$ cat config.mk
export PLATFORM = sky130hd
export DESIGN_NAME = pipeline_stall_sequencer
export DESIGN_NICKNAME = d
export VERILOG_FILES = /design/src/rtl/pipeline_stall_sequencer.sv
export SDC_FILE = /design/constraint.sdc
export NUM_CORES = 1
export LEC_CHECK = 0
export ABC_CLOCK_PERIOD_IN_PS = 2800
export CORE_ASPECT_RATIO = 0.9
export CORE_MARGIN = 5
export CORE_UTILIZATION = 40
export CTS_CLUSTER_SIZE = 25
export DETAILED_ROUTE_END_ITERATION = 10
export DONT_BUFFER_PORTS = 1
export GPL_ROUTABILITY_DRIVEN = 0
export GPL_TIMING_DRIVEN = 0
export PLACE_DENSITY = 0.56
export RECOVER_POWER = 50
export SYNTH_ARGS = -nofsm -noshare
export SYNTH_HDL_FRONTEND = slang
export SYNTH_SLANG_ARGS = --single-unit
$ cat constraint.sdc
create_clock -name clk -period 2.8 [get_ports clk]
set_input_delay 0.42 -clock clk [delete_from_list [all_inputs] [get_ports clk]]
set_output_delay 0.42 -clock clk [all_outputs]
set_load 0.01 [all_outputs]
$ cat src/rtl/pipeline_stall_sequencer.sv
// Central stall/flush sequencer for the 5-stage pipeline.
// Merges hazard-unit stall/flush requests with data-memory wait and the
// multi-cycle mult/div handshake. It also runs a wait-state watchdog and
// keeps saturating stall/flush performance counters.
module pipeline_stall_sequencer #(
  parameter int WDOG_LIMIT = 255,
  parameter int CNT_WIDTH  = 32
) (
  input  logic                 clk,
  input  logic                 reset,
  input  logic                 load_use,
  input  logic                 branch_taken,
  input  logic                 muldiv_req,
  input  logic                 muldiv_done,
  input  logic                 mem_wait,
  output logic                 pc_write,
  output logic                 if_id_write,
  output logic                 if_id_flush,
  output logic                 id_ex_write,
  output logic                 id_ex_flush,
  output logic                 ex_mem_write,
  output logic                 ex_mem_flush,
  output logic                 mem_wb_flush,
  output logic                 muldiv_start,
  output logic [1:0]           state,
  output logic                 wdog_err,
  output logic [CNT_WIDTH-1:0] stall_cnt,
  output logic [CNT_WIDTH-1:0] flush_cnt
);

  // The watchdog only has to count up to WDOG_LIMIT-1.
  localparam int WDOG_W = (WDOG_LIMIT > 2) ? $clog2(WDOG_LIMIT) : 1;
  localparam logic [WDOG_W-1:0] WDOG_LAST = WDOG_W'(WDOG_LIMIT - 1);

  typedef enum logic [1:0] {
    RUN      = 2'd0,
    MEM_WAIT = 2'd1,
    MD_WAIT  = 2'd2
  } seqState_t;

  seqState_t         curState;
  seqState_t         nextState;
  logic [WDOG_W-1:0] wdog;
  logic              doneSeen;

  // Decoded actions for this cycle.
  logic useRun;
  logic doFreeze;
  logic doLoadUse;
  logic doBranch;
  logic doStart;
  logic doMdHold;
  logic stillWaiting;
  logic wdogInc;
  logic wdogClr;
  logic setDone;
  logic clrDone;

  assign state = curState;

  // Decode state and inputs into control enables and next-state actions.
  always_comb begin
    // NOTE: every signal gets a default up front. No path can leave one unassigned, so no latch is inferred.
    nextState    = curState;
    useRun       = 1'b0;
    doFreeze     = 1'b0;
    doLoadUse    = 1'b0;
    doBranch     = 1'b0;
    doStart      = 1'b0;
    doMdHold     = 1'b0;
    stillWaiting = 1'b0;
    wdogInc      = 1'b0;
    wdogClr      = 1'b0;
    setDone      = 1'b0;
    clrDone      = 1'b0;

    case (curState)
      MEM_WAIT: begin
        if (mem_wait) begin
          doFreeze     = 1'b1;
          stillWaiting = 1'b1;
          wdogInc      = 1'b1;
        end else begin
          useRun  = 1'b1;
          wdogClr = 1'b1;
        end
      end
      MD_WAIT: begin
        if (mem_wait) begin
          doFreeze     = 1'b1;
          stillWaiting = 1'b1;
          wdogInc      = 1'b1;
          setDone      = muldiv_done;
        end else if (muldiv_done || doneSeen) begin
          // Result available: let the whole pipe advance this cycle.
          clrDone   = 1'b1;
          wdogClr   = 1'b1;
          nextState = RUN;
        end else begin
          doMdHold     = 1'b1;
          stillWaiting = 1'b1;
          wdogInc      = 1'b1;
        end
      end
      default: useRun = 1'b1;  // RUN, and the unused encoding 3
    endcase

    // Priority: mem_wait > load_use > branch_taken > muldiv_req.
    // A branch seen together with load_use is dropped. Its operand is stale,
    // and the hazard logic presents the branch again.
    if (useRun) begin
      nextState = RUN;
      if (mem_wait) begin
        doFreeze  = 1'b1;
        nextState = MEM_WAIT;
      end else if (load_use) begin
        doLoadUse = 1'b1;
      end else if (branch_taken) begin
        doBranch = 1'b1;
      end else if (muldiv_req) begin
        doStart   = 1'b1;
        doMdHold  = 1'b1;
        nextState = MD_WAIT;
      end
    end

    pc_write     = !(doFreeze || doLoadUse || doMdHold);
    if_id_write  = !(doFreeze || doLoadUse || doMdHold);
    id_ex_write  = !(doFreeze || doMdHold);
    ex_mem_write = !doFreeze;
    if_id_flush  = doBranch;
    id_ex_flush  = doLoadUse;
    ex_mem_flush = doMdHold;
    mem_wb_flush = doFreeze;
    muldiv_start = doStart;

    // Hold every enable low while reset is asserted.
    if (reset) begin
      pc_write     = 1'b0;
      if_id_write  = 1'b0;
      if_id_flush  = 1'b0;
      id_ex_write  = 1'b0;
      id_ex_flush  = 1'b0;
      ex_mem_write = 1'b0;
      ex_mem_flush = 1'b0;
      mem_wb_flush = 1'b0;
      muldiv_start = 1'b0;
    end
  end

  // Update the FSM, watchdog, done latch and saturating counters.
  always_ff @(posedge clk or posedge reset) begin
    // NOTE: state is updated with non-blocking assignments, so every register samples pre-edge values.
    if (reset) begin
      curState  <= RUN;
      wdog      <= '0;
      doneSeen  <= 1'b0;
      wdog_err  <= 1'b0;
      stall_cnt <= '0;
      flush_cnt <= '0;
    end else begin
      if (stillWaiting && wdog == WDOG_LAST) begin
        // Too long in a wait state: abort back to RUN and raise the sticky flag.
        wdog_err <= 1'b1;
        curState <= RUN;
        wdog     <= '0;
        doneSeen <= 1'b0;
      end else begin
        curState <= nextState;
        if (wdogClr)      wdog <= '0;
        else if (wdogInc) wdog <= wdog + WDOG_W'(1);
        if (clrDone)      doneSeen <= 1'b0;
        else if (setDone) doneSeen <= 1'b1;
      end

      if (!pc_write && stall_cnt != '1) stall_cnt <= stall_cnt + CNT_WIDTH'(1);
      if (if_id_flush && flush_cnt != '1) flush_cnt <= flush_cnt + CNT_WIDTH'(1);
    end
  end

endmodule

==> impl_metrics.json <==
{
  "vias_per_cell": 5.60,
  "ys_warn_count": 0,
  "htree_levels": 3,
  "drive_above_1_share_pct": 11.6,
  "finalSetupViolations": 0,
  "core_area_um2": 9610,
  "p_leak_nw": 1.88,
  "grt_max_degree": 29,
  "ys_ff_latch": 76,
  "synth.mux.area_fraction_pct": 0.542,
  "comb_power_share_pct": 14.4,
  "status": "complete, but fails checks",
  "fin_skew_ns": 0.00888,
  "fmax_ghz": 0.374,
  "hold_slack_ns": 0.0163,
  "area_growth_syn_to_layout_pct": 10.0,
  "hold_class": "input port to async pin",
  "cts_root_buf": "clkbuf_8",
  "drv_cap": 1,
  "fin_setup_tns_ns": 0,
  "grt_first_pass_wirelength_mm": 14.8,
  "power.internal_mw": 1.80,
  "rows": 34,
  "synthTopCellsByArea": "dfrtp_1 (49%), xnor2_1 (11%), nand4_1 (7.0%)",
  "crit_arrival_ns": 2.26,
  "ios": 83,
  "endpoint": "pc_write",
  "synth_adder_area_share_pct": 1.91,
  "fp.dieArea_um2": 11900,
  "cts_buffer_depth": 2,
  "synth_simple_gate_area_share_pct": 28.4,
  "cts_sinks": 76,
  "critical_path.startpoint": "state[0]",
  "grt_antenna_before_repair": 0,
  "clk_latency_ns": 0.34,
  "rsz0062_at_grt": "false",
  "slew_headroom_pct": -2.21,
  "synth_top_cell_by_area": "dfrtp_1",
  "synth_edf_count": 0,
  "syn_avg_cell_area_um2": 10.4,
  "crit_fanout": 10,
  "required_ns": 2.38,
  "die_y_um": 104,
  "grt_usage_pct": 15.3,
  "synth-seq-area-share_pct": 48.5,
  "fillers": 947,
  "dr.first_iter.drc_count": 205,
  "hold_viol": 0,
  "dpl_cell_area_um2": 4130,
  "layout_min_cycle_time_ns": 2.68,
  "multi_input_area_um2": 1940,
  "clkPwrFrac_pct": 31.8,
  "drt_wl_total_mm": 9.03,
  "syn-num-nets": 391,
  "peakVddDrop_v": 0.000281,
  "seqPwrFrac_pct": 53.8,
  "place_ws_ns": 0.166,
  "fin_crit_sh_pct": 95.6,
  "violations": "max-capacitance violations, max-slew violations",
  "first_pass_iters": 4,
  "critical_path_class": "flip-flop to output pin",
  "antennaDiodeCount": 0,
  "vias": 2928,
  "hpwlAfterDp_mm": 6.52,
  "synth_common_cells": "dfrtp_1 (76), xnor2_1 (48), nand4_1 (44)",
  "synth_top_family_by_area": "simple AND/OR/NAND/NOR gates",
  "swShare_pct": 31.3,
  "path_clk_slew_ns": 0.08,
  "synth_compound_area_share_pct": 3.61,
  "final_antenna_net_count": 0,
  "regArea_um2": 1900,
  "startpoint_type": "flip-flop",
  "detail_route.wl_per_cell_um": 17.3,
  "nNetsFinal": 406,
  "start_util_pct": 40.8,
  "ctsHoldBuffers": 0,
  "p_sw_mw": 0.817,
  "port_buffers": 0,
  "fin_ws_ns": 0.123,
  "fp.dieW_um": 114,
  "synthFlopType": "dfrtp_1",
  "reg2reg_to": "flush_cnt[5]",
  "post-synth-top-count-cell": "dfrtp_1",
  "end_kind": "output pin",
  "netlist_area_um2": 3920,
  "drv_slew": 29,
  "synth_xor_area_share_pct": 14.7,
  "syn-instance-count": 378,
  "rr_startpoint": "state[1]",
  "async_flop_share_pct": 100,
  "worst_pin_slew_ns": 1.53,
  "final_area_um2": 4310,
  "utilization_pct": 44.9,
  "cts_buffers": 9,
  "drcViolationCount": 0,
  "p_per_area_nw_per_um2": 606,
  "synth_top_area_share_pct": 48.5,
  "grt.overflow.total": 0,
  "worst_r2r_path_depth": 8,
  "yosysUniqueCellTypes": 42,
  "r2r_slack_ns": 0.36,
  "first_global_vias": 2778,
  "cts_tree": "built"
}
[final cells by class]
cell class	instances	share of cell area [%]
buffer	11	1.33
clock buffer	10	3.19
clock inverter	5	1.22
inverter	9	0.870
multi-input combinational	282	45.0
sequential	76	44.1
tap	126	3.65
timing repair buffer	4	0.551
[layer usage]
layer / global-route usage (%) / wire (µm)
met2: 22.2 / 4090
met4: 3.56 / 106
met5: 0 / 0
met3: 5.76 / 736
met1: 21.6 / 4100
[cell families after synthesis]
family                   count (synthesis)
AO/OA/AOI/OAI                           18
XOR/XNOR                                66
adder cells (fa/ha/maj)                  6
buffers and inverters                   20
flip-flops                              76
multiplexers                             2
AND/OR/NAND/NOR                        190
[through the flow]
stage          instances  power, mW
6_report             523       2.61
2_1_floorplan        378       1.68
3_5_place_dp         506       1.81
5_1_grt              523       2.76
3_3_place_gp         504       1.80
4_1_cts              521       2.66
[layout by cell type, fill, tap and decap left out, drive strengths merged, types with 10 or more instances in the layout]
cell / count
dfrtp: 76
nand3: 33
xor2: 18
clkbuf: 15
buf: 10
nor2: 28
nand2: 21
and3: 16
nand4: 45
nor3: 13
xnor2: 48
and4: 10
[worst min path at each step]
stage	start	endpoint	slack (ns)	cells past startpoint
3_3_place_gp	wdog[7]	wdog[7]	0.51	1
5_1_grt	reset	stall_cnt[22]	0.06	1
3_5_place_dp	reset	stall_cnt[1]	0.41	1
6_report	reset	stall_cnt[0]	0.02	1
2_1_floorplan	wdog[7]	wdog[7]	0.47	1
4_1_cts	reset	stall_cnt[24]	0.04	1
[registers in the layout, summed over array words and instances, names as in the netlist]
register,flops
state,2
wdog,8
wdog_err,1
stall_cnt,32
flush_cnt,32
doneSeen,1
[worst max-delay path, cell delays in order, from the launching register on]
cell and delay, ns:
dfrtp_2 0.45, inv_1 0.11, ha_4 0.18, or2b_1 0.29, a41oi_2 0.26, nand3_1 0.12, clkbuf_4 0.22, inv_1 0.14
buf_4 0.14
[power by group through the flow]
stage,Combinational (mW),Clock (mW),Sequential (mW)
after floorplan,0.302,0,1.38
after global placement,0.366,0,1.43
after detailed placement,0.379,0,1.43
after CTS,0.384,0.867,1.41
after global routing,0.434,0.897,1.43
final,0.377,0.830,1.41
[timing repair]
action / 4_1_cts / 5_1_grt
gates cloned: 0 / 0
resized for setup: 3 / 3
pin swaps: 0 / 1
setup buffers: 0 / 2
endpoints found under the setup margin: 2 / 1
Note: power is estimated with default switching activity, not from simulation.
